`src/rtl/pa_idu_gpr_issue_ctrl_pkg.sv`:
```
// Shared GPR scoreboard encodings (busy states, stall causes) and ID/EX payload type
// used by the ID-stage issue control and the GPR register block.
package pa_idu_gpr_issue_ctrl_pkg;

  localparam logic [2:0] BUSY_IDLE = 3'b000;
  localparam logic [2:0] BUSY1     = 3'b001;
  localparam logic [2:0] BUSY_LSU1 = 3'b010;
  localparam logic [2:0] BUSY_DIV1 = 3'b011;
  localparam logic [2:0] BUSY2     = 3'b100;
  localparam logic [2:0] BUSY_LSU2 = 3'b110;
  localparam logic [2:0] BUSY_DIV2 = 3'b111;

  localparam logic [1:0] STALL_RUN     = 2'b00;
  localparam logic [1:0] STALL_DEP_LSU = 2'b01;
  localparam logic [1:0] STALL_DEP_DIV = 2'b10;
  localparam logic [1:0] STALL_EX_BLK  = 2'b11;

  typedef struct packed {
    logic [31:0] src0;
    logic [31:0] src1;
    logic [4:0]  rd;
    logic        ld;
    logic        div;
  } ex_payload_t;

  function automatic logic is_lsu_busy(input logic [2:0] st);
    return (st == BUSY_LSU1) || (st == BUSY_LSU2);
  endfunction

  function automatic logic is_div_busy(input logic [2:0] st);
    return (st == BUSY_DIV1) || (st == BUSY_DIV2);
  endfunction

endpackage

```
`src/rtl/pa_idu_gpr_src_rd.sv`:
```
// Single source-operand read port: selects a GPR's data and scoreboard state and
// reports whether the operand is usable this cycle and which producer blocks it.
module pa_idu_gpr_src_rd
  import pa_idu_gpr_issue_ctrl_pkg::*;
#(
  parameter int NUM_REG = 32
) (
  input  logic [4:0]            idx_i,
  input  logic                  vld_i,
  input  logic [NUM_REG*3-1:0]  busy_flat_i,
  input  logic [NUM_REG*32-1:0] dout_flat_i,
  input  logic [NUM_REG-1:0]    wb_in_i,
  output logic [31:0]           data_o,
  output logic                  rdy_o,
  output logic                  is_lsu_o,
  output logic                  is_div_o
);

  logic [2:0]  busyArr [NUM_REG];
  logic [31:0] doutArr [NUM_REG];

  for (genvar g = 0; g < NUM_REG; g++) begin : g_unpack
    assign busyArr[g] = busy_flat_i[3*g +: 3];
    assign doutArr[g] = dout_flat_i[32*g +: 32];
  end

  logic       isZero;
  logic [2:0] busySt;
  logic       blocked;

  assign isZero  = (idx_i == 5'd0);
  assign busySt  = busyArr[idx_i];
  // reg_dout already carries a same-cycle write-in, so wb_in clears any busy state
  assign blocked = ~isZero & vld_i & (busySt != BUSY_IDLE) & ~wb_in_i[idx_i];

  assign rdy_o    = ~blocked;
  assign data_o   = isZero ? 32'd0 : doutArr[idx_i];
  assign is_lsu_o = blocked & is_lsu_busy(busySt);
  assign is_div_o = blocked & is_div_busy(busySt);

endmodule

```
`src/rtl/pa_idu_gpr_issue_ctrl.sv`:
```
// ID-stage operand read / issue control: hazard checks against the GPR scoreboard,
// ID/EX operand register, stall-cause FSM and saturating dependency-stall counter.
module pa_idu_gpr_issue_ctrl
  import pa_idu_gpr_issue_ctrl_pkg::*;
#(
  parameter int NUM_REG = 32,
  parameter int CNT_W   = 16
) (
  input  logic                  reg_cpuclk,
  input  logic                  cpurst_b,
  input  logic                  id_inst_vld,
  input  logic [4:0]            id_rs1,
  input  logic [4:0]            id_rs2,
  input  logic [4:0]            id_rd,
  input  logic                  id_rs1_vld,
  input  logic                  id_rs2_vld,
  input  logic                  id_rd_vld,
  input  logic                  id_ld_inst,
  input  logic                  id_div_inst,
  input  logic [NUM_REG*3-1:0]  reg_busy_st_flat,
  input  logic [NUM_REG*32-1:0] reg_dout_flat,
  input  logic [NUM_REG-1:0]    reg_wb_in,
  input  logic                  ex_ready,
  input  logic                  rtu_idu_flush_fe,
  input  logic                  rtu_idu_ex1_int_dis_stall_req,
  input  logic                  perf_clr,
  output logic                  id_inst_ready,
  output logic [NUM_REG-1:0]    reg_write_is_vec,
  output logic                  ex_vld,
  output logic [31:0]           ex_src0,
  output logic [31:0]           ex_src1,
  output logic [4:0]            ex_rd,
  output logic                  ex_ld,
  output logic                  ex_div,
  output logic [1:0]            stall_cause,
  output logic [CNT_W-1:0]      dep_stall_cnt
);

  logic [31:0] src1Data, src2Data;
  logic        src1Rdy, src2Rdy;
  logic        src1Lsu, src2Lsu, src1Div, src2Div;

  pa_idu_gpr_src_rd #(.NUM_REG(NUM_REG)) u_rs1_rd (
    .idx_i(id_rs1), .vld_i(id_rs1_vld),
    .busy_flat_i(reg_busy_st_flat), .dout_flat_i(reg_dout_flat), .wb_in_i(reg_wb_in),
    .data_o(src1Data), .rdy_o(src1Rdy), .is_lsu_o(src1Lsu), .is_div_o(src1Div)
  );

  pa_idu_gpr_src_rd #(.NUM_REG(NUM_REG)) u_rs2_rd (
    .idx_i(id_rs2), .vld_i(id_rs2_vld),
    .busy_flat_i(reg_busy_st_flat), .dout_flat_i(reg_dout_flat), .wb_in_i(reg_wb_in),
    .data_o(src2Data), .rdy_o(src2Rdy), .is_lsu_o(src2Lsu), .is_div_o(src2Div)
  );

  logic        exVld_q;
  ex_payload_t exPay_q;
  logic [1:0]  cause_q, cause_d;
  logic [CNT_W-1:0] cnt_q, cnt_d;

  // Only second-stage producers block a re-write of rd; first-stage ones retire in order
  logic [2:0] rdBusy;
  logic       waw, wawLsu, wawDiv;

  assign rdBusy = reg_busy_st_flat[3*id_rd +: 3];
  assign waw    = id_rd_vld & (id_rd != 5'd0) & ~reg_wb_in[id_rd] &
                  ((rdBusy == BUSY2) | (rdBusy == BUSY_LSU2) | (rdBusy == BUSY_DIV2));
  assign wawLsu = waw & (rdBusy == BUSY_LSU2);
  assign wawDiv = waw & (rdBusy == BUSY_DIV2);

  logic exFree, issue;

  assign exFree = ~exVld_q | ex_ready;
  assign issue  = id_inst_vld & src1Rdy & src2Rdy & ~waw & exFree &
                  ~rtu_idu_flush_fe & ~rtu_idu_ex1_int_dis_stall_req;

  assign id_inst_ready = issue;

  always_comb begin
    reg_write_is_vec = '0;
    if (issue & id_rd_vld & (id_rd != 5'd0)) begin
      reg_write_is_vec[id_rd] = 1'b1;
    end
  end

  logic hazLsu, hazDiv, hazOther;

  assign hazLsu   = src1Lsu | src2Lsu | wawLsu;
  assign hazDiv   = src1Div | src2Div | wawDiv;
  assign hazOther = (~src1Rdy & ~src1Lsu & ~src1Div) | (~src2Rdy & ~src2Lsu & ~src2Div) |
                    (waw & ~wawLsu & ~wawDiv) | rtu_idu_ex1_int_dis_stall_req;

  // Stall cause names the dominant reason the held instruction did not issue
  always_comb begin
    cause_d = STALL_EX_BLK;
    if (rtu_idu_flush_fe | ~id_inst_vld | issue) begin
      cause_d = STALL_RUN;
    end else if (hazLsu) begin
      cause_d = STALL_DEP_LSU;
    end else if (hazDiv) begin
      cause_d = STALL_DEP_DIV;
    end else if (hazOther) begin
      cause_d = STALL_DEP_LSU;
    end
  end

  always_comb begin
    cnt_d = cnt_q;
    if (perf_clr) begin
      cnt_d = '0;
    end else if (id_inst_vld & ~issue & ~rtu_idu_flush_fe & (cnt_q != '1)) begin
      cnt_d = cnt_q + CNT_W'(1);
    end
  end

  always_ff @(posedge reg_cpuclk or negedge cpurst_b) begin
    if (!cpurst_b) begin
      exVld_q <= 1'b0;
      exPay_q <= '0;
      cause_q <= STALL_RUN;
      cnt_q   <= '0;
    end else begin
      cause_q <= cause_d;
      cnt_q   <= cnt_d;
      if (rtu_idu_flush_fe) begin
        exVld_q <= 1'b0;
      end else if (issue) begin
        exVld_q      <= 1'b1;
        exPay_q.src0 <= src1Data;
        exPay_q.src1 <= src2Data;
        exPay_q.rd   <= id_rd;
        exPay_q.ld   <= id_ld_inst;
        exPay_q.div  <= id_div_inst;
      end else if (ex_ready) begin
        exVld_q <= 1'b0;
      end
    end
  end

  assign ex_vld        = exVld_q;
  assign ex_src0       = exPay_q.src0;
  assign ex_src1       = exPay_q.src1;
  assign ex_rd         = exPay_q.rd;
  assign ex_ld         = exPay_q.ld;
  assign ex_div        = exPay_q.div;
  assign stall_cause   = cause_q;
  assign dep_stall_cnt = cnt_q;

endmodule

```
`config.mk`:
```
export PLATFORM = sky130hd
export DESIGN_NAME = pa_idu_gpr_issue_ctrl
export DESIGN_NICKNAME = d
export VERILOG_FILES = /design/src/rtl/pa_idu_gpr_issue_ctrl_pkg.sv /design/src/rtl/pa_idu_gpr_src_rd.sv /design/src/rtl/pa_idu_gpr_issue_ctrl.sv
export SDC_FILE = /design/constraint.sdc
export NUM_CORES = 1
export LEC_CHECK = 0
export BUFFER_PORTS_ARGS = -buffer_cell sky130_fd_sc_hd__buf_2
export CAP_MARGIN = 10
export CORE_AREA = 3 3 504 506
export DETAILED_ROUTE_END_ITERATION = 8
export DIE_AREA = 0 0 507 509
export PLACE_DENSITY = 0.36
export SLEW_MARGIN = 20
export SYNTH_ARGS = -nofsm -noshare
export SYNTH_HDL_FRONTEND = slang
export SYNTH_HIERARCHICAL = 1
export SYNTH_SLANG_ARGS = --single-unit
```
`constraint.sdc`:
```
create_clock -name reg_cpuclk -period 4.1 [get_ports reg_cpuclk]
set_input_delay 0.41 -clock reg_cpuclk [delete_from_list [all_inputs] [get_ports reg_cpuclk]]
set_output_delay 0.41 -clock reg_cpuclk [all_outputs]
set_load 0.1 [all_outputs]
```
==> key figures <==
Clocking
  – CTS tree: built
  – TritonCTS buffer count: 9
  – H-tree level count: 3
  – Cts hold-fix bufs: 0
  – Post-CTS resize count: 0
  – Clk Latency, worst-skew pair: 0.42 ns
  – Root Buffer: clkbuf_16
  – Clock sink total: 90
  – Setup Buffers After CTS: 0
  – CTS max path bufs: 2
  – Clock-pin transition on the worst setup and hold timing paths: 0.10 ns

Final layout
  – Multi-input combinational cell area: 20,500 um2
  – Seq. cell area: 2250 um2
  – Final nets: 3,994
  – FILL cells: 28,500
  – Area Overhead vs Synth: 49.5%
  – Fraction of final layout cells sized beyond drive strength 1: 78.6%

Critical path
  – Crit path max-delay cell type: mux4_2
  – CP arrival: 3.52 ns
  – CP peak stage delay: 0.50 ns
  – Critical path type: input pin to primary output
  – Worst R2R Path Depth: 8
  – CP Data Required Time: 3.69 ns
  – R2r startpoint: dep_stall_cnt[3]
  – Crit-path max FO: 23
  – Startpoint Class: input pin
  – Reg2Reg Setup Slack: 1.43 ns
  – Worst r2r dst: dep_stall_cnt[7]
  – Crit. End Element: primary output
  – Crit-path cells: buf_12, buf_4, mux4_2, mux2i_1, mux2_2, nor2_1, a21oi_1, a31o_1, nand2_1, nor2_1, nand3_1, a21o_1, inv_6, nand4_1, buf_4, nor2_4, buf_12

Timing
  – Hold Vio Cnt, Final: 0
  – Max frequency: 0.254 GHz
  – Crit share post-route: 95.9%
  – Final Max Slew Viols: 0
  – Setup Viol. Count Final: 0
  – Slew HR: 24.9%
  – Final min period: 3.93 ns
  – Worst-Margin Slew: 1.13 ns
  – Clk_skew: 0.0162 ns
  – Sum Neg Setup Slack: 0 ns
  – RSZ-0062 raised after global routing: no

Logic synthesis
  – Syn_nets: 2,817
  – Prevailing post-synth register cell: dfrtp_1
  – Post-Syn Area: 23,800 um2
  – Cell count after synthesis: 1,637
  – Cell with the most instances after synthesis: mux4_2
  – Distinct cells, synth: 64
  – Register area share after synthesis: 9.48%
  – Ys Warns: 6
  – Cell taking the most area after synthesis: mux4_2
  – Post-synth ARST share: 100%
  – Top post-synthesis cells by area: mux4_2 64%, dfrtp_1 9.5%, mux2i_1 7.8%, mux2_2 3.8%, buf_4 2.1%
  – Post-synth EDFFs: 0
  – Avg Inst Size Synth: 14.5 um2
  – Synth top area share: 64.4%
  – Top cells by count, synth: 679 x mux4_2, 185 x mux2i_1, 111 x nor2_1, 90 x dfrtp_1, 80 x mux2_2
  – Yosys reg bits: 90

Placement
  – Detailed Place HPWL: 209 mm
  – Final RePlAce weighted congestion: 0.928
  – PortBufs: 1,300

Global routing
  – Pin count of the biggest net entering global routing: 104
  – Tot GR Track Use: 17.4%
  – Initial antenna violation count: 288
  – Vias in the first global route: 25,600
  – Total gr overflow: 0
  – First-pass GRT wire length: 291 mm

Detailed routing
  – First-pass iteration count of the detailed router: 7
  – # DRC: 0
  – Vias: 25,900
  – Detail Route Antenna Nets: 0
  – 1st-iter DRT viols: 2,803
  – Routed WL: 235 mm
  – WL per Instance: 37.5 um
  – Routed vias/inst: 4.13

Die
  – Row cnt: 184
  – Chip width: 507 um
  – Core ar.: 250,000 um2
  – Die Ht: 509 um
  – Die ar.: 258,000 um2
  – Initial core utilization: 9.48%
  – I/O Pins: 1,302

Power and ir drop
  – Power Total: 9.71 mW
  – Pwr/cell area: 273 nW/um2
  – P_leak: 13.6 nW
  – VDD IR-drop max: 0.226 mV

Flow run
  – Number of max-cap violations: 0

Status
  – Status: completed

Worst hold path
  – Hold/Removal Path Class: input pin to async pin
[flip-flops by register name (all words and copies together), names as in the netlist]
signal         flops
stall_cause        2
ex_div             1
ex_src0           32
ex_src1           32
ex_vld             1
dep_stall_cnt     16
ex_ld              1
ex_rd              5
[cells in the final DEF, fill, tap and decap left out, drive strengths merged, types with 5 or more instances in the layout]
master and n:
buf 1387, mux4 679, mux2i 185, nor2 113, diode 106, dfrtp 90
mux2 81, a22oi 28, nand2 23, a21oi 21, nor3 19, o22ai 15
o21ai 14, nor2b 13, nand3 13, nand4 13, clkbuf 11, a211oi 10
inv 9, nand2b 8, o31ai 8, or4 7, nor3b 7, and3 5
[cells by family after synthesis]
| family | count (synthesis) | share of synthesized area, % |
|---|---|---|
| mux | 945 | 76.0 |
| simple gates | 251 | 5.57 |
| buf+inv | 229 | 5.33 |
| compound gates | 120 | 3.53 |
| flops | 90 | 9.48 |
| fa+ha+maj | 1 | 0.0527 |
| other cells | 1 | 0.0158 |
[metal layers]
layer | wire length (um) | GRT usage (%) | part of all wire, % | up-vias
met5 | 1010 | 0 | 0.43 | -
met4 | 6740 | 5.40 | 2.9 | 156
met3 | 26400 | 6.60 | 11 | 433
met2 | 101000 | 25.5 | 43 | 1860
met1 | 99900 | 23.4 | 43 | 13600
li1 | - | - | - | 9852
[report_power, final]
part	switching, mW	leakage (nW)	internal (mW)
Clock	0.552	0.137	0.480
Sequential	0.229	1.11	1.20
Combinational	4.97	12.3	2.29
Total	5.75	13.6	3.96
[metrics by stage]
stage          instances  area, um2  setup WS, ns  hold WS [ns]  util [%]
3_5_place_dp        6151      34900         0.125         0.474      14.0
5_1_grt             6227      35400        0.0343        0.0387      14.1
2_1_floorplan       1637      24100        -0.118         0.114         -
6_report            6273      35500         0.167        0.0215      14.2
4_1_cts             6167      35200        0.0929       0.00350      14.1
3_3_place_gp        6151      34900        0.0245         0.475      14.0
[worst max-delay path, delay by kind of cell]
family                 cells  cell delay, ns
and+or+nand+nor            6            0.61
muxes                      3            0.80
buffers and inverters      5            0.93
AOI/OAI and AO/OA          3            0.73
[how the worst max path moves through the flow]
stage                    from              endpoint  slack, ns  cells after the start
finish              id_rs2[0]  reg_write_is_vec[11]       0.17                     17
global route        id_rs1[0]  reg_write_is_vec[25]       0.03                     16
CTS                 id_rs2[0]  reg_write_is_vec[11]       0.09                     17
detailed placement  id_rs2[0]  reg_write_is_vec[11]       0.13                     17
global placement    id_rs2[0]  reg_write_is_vec[25]       0.02                     17
floorplan           id_rs2[0]  reg_write_is_vec[11]      -0.12                     17
[final cells by class]
class	count	area share (%)
well taps	3348	11.8
diodes	106	0.747
multi-input cells	1318	57.6
inverters	8	0.127
flip-flops and latches	90	6.34
clock inverters	5	0.176
clock buffers	11	0.655
repair buffers	1387	22.6
No activity file was read; power rests on OpenSTA's default activity.
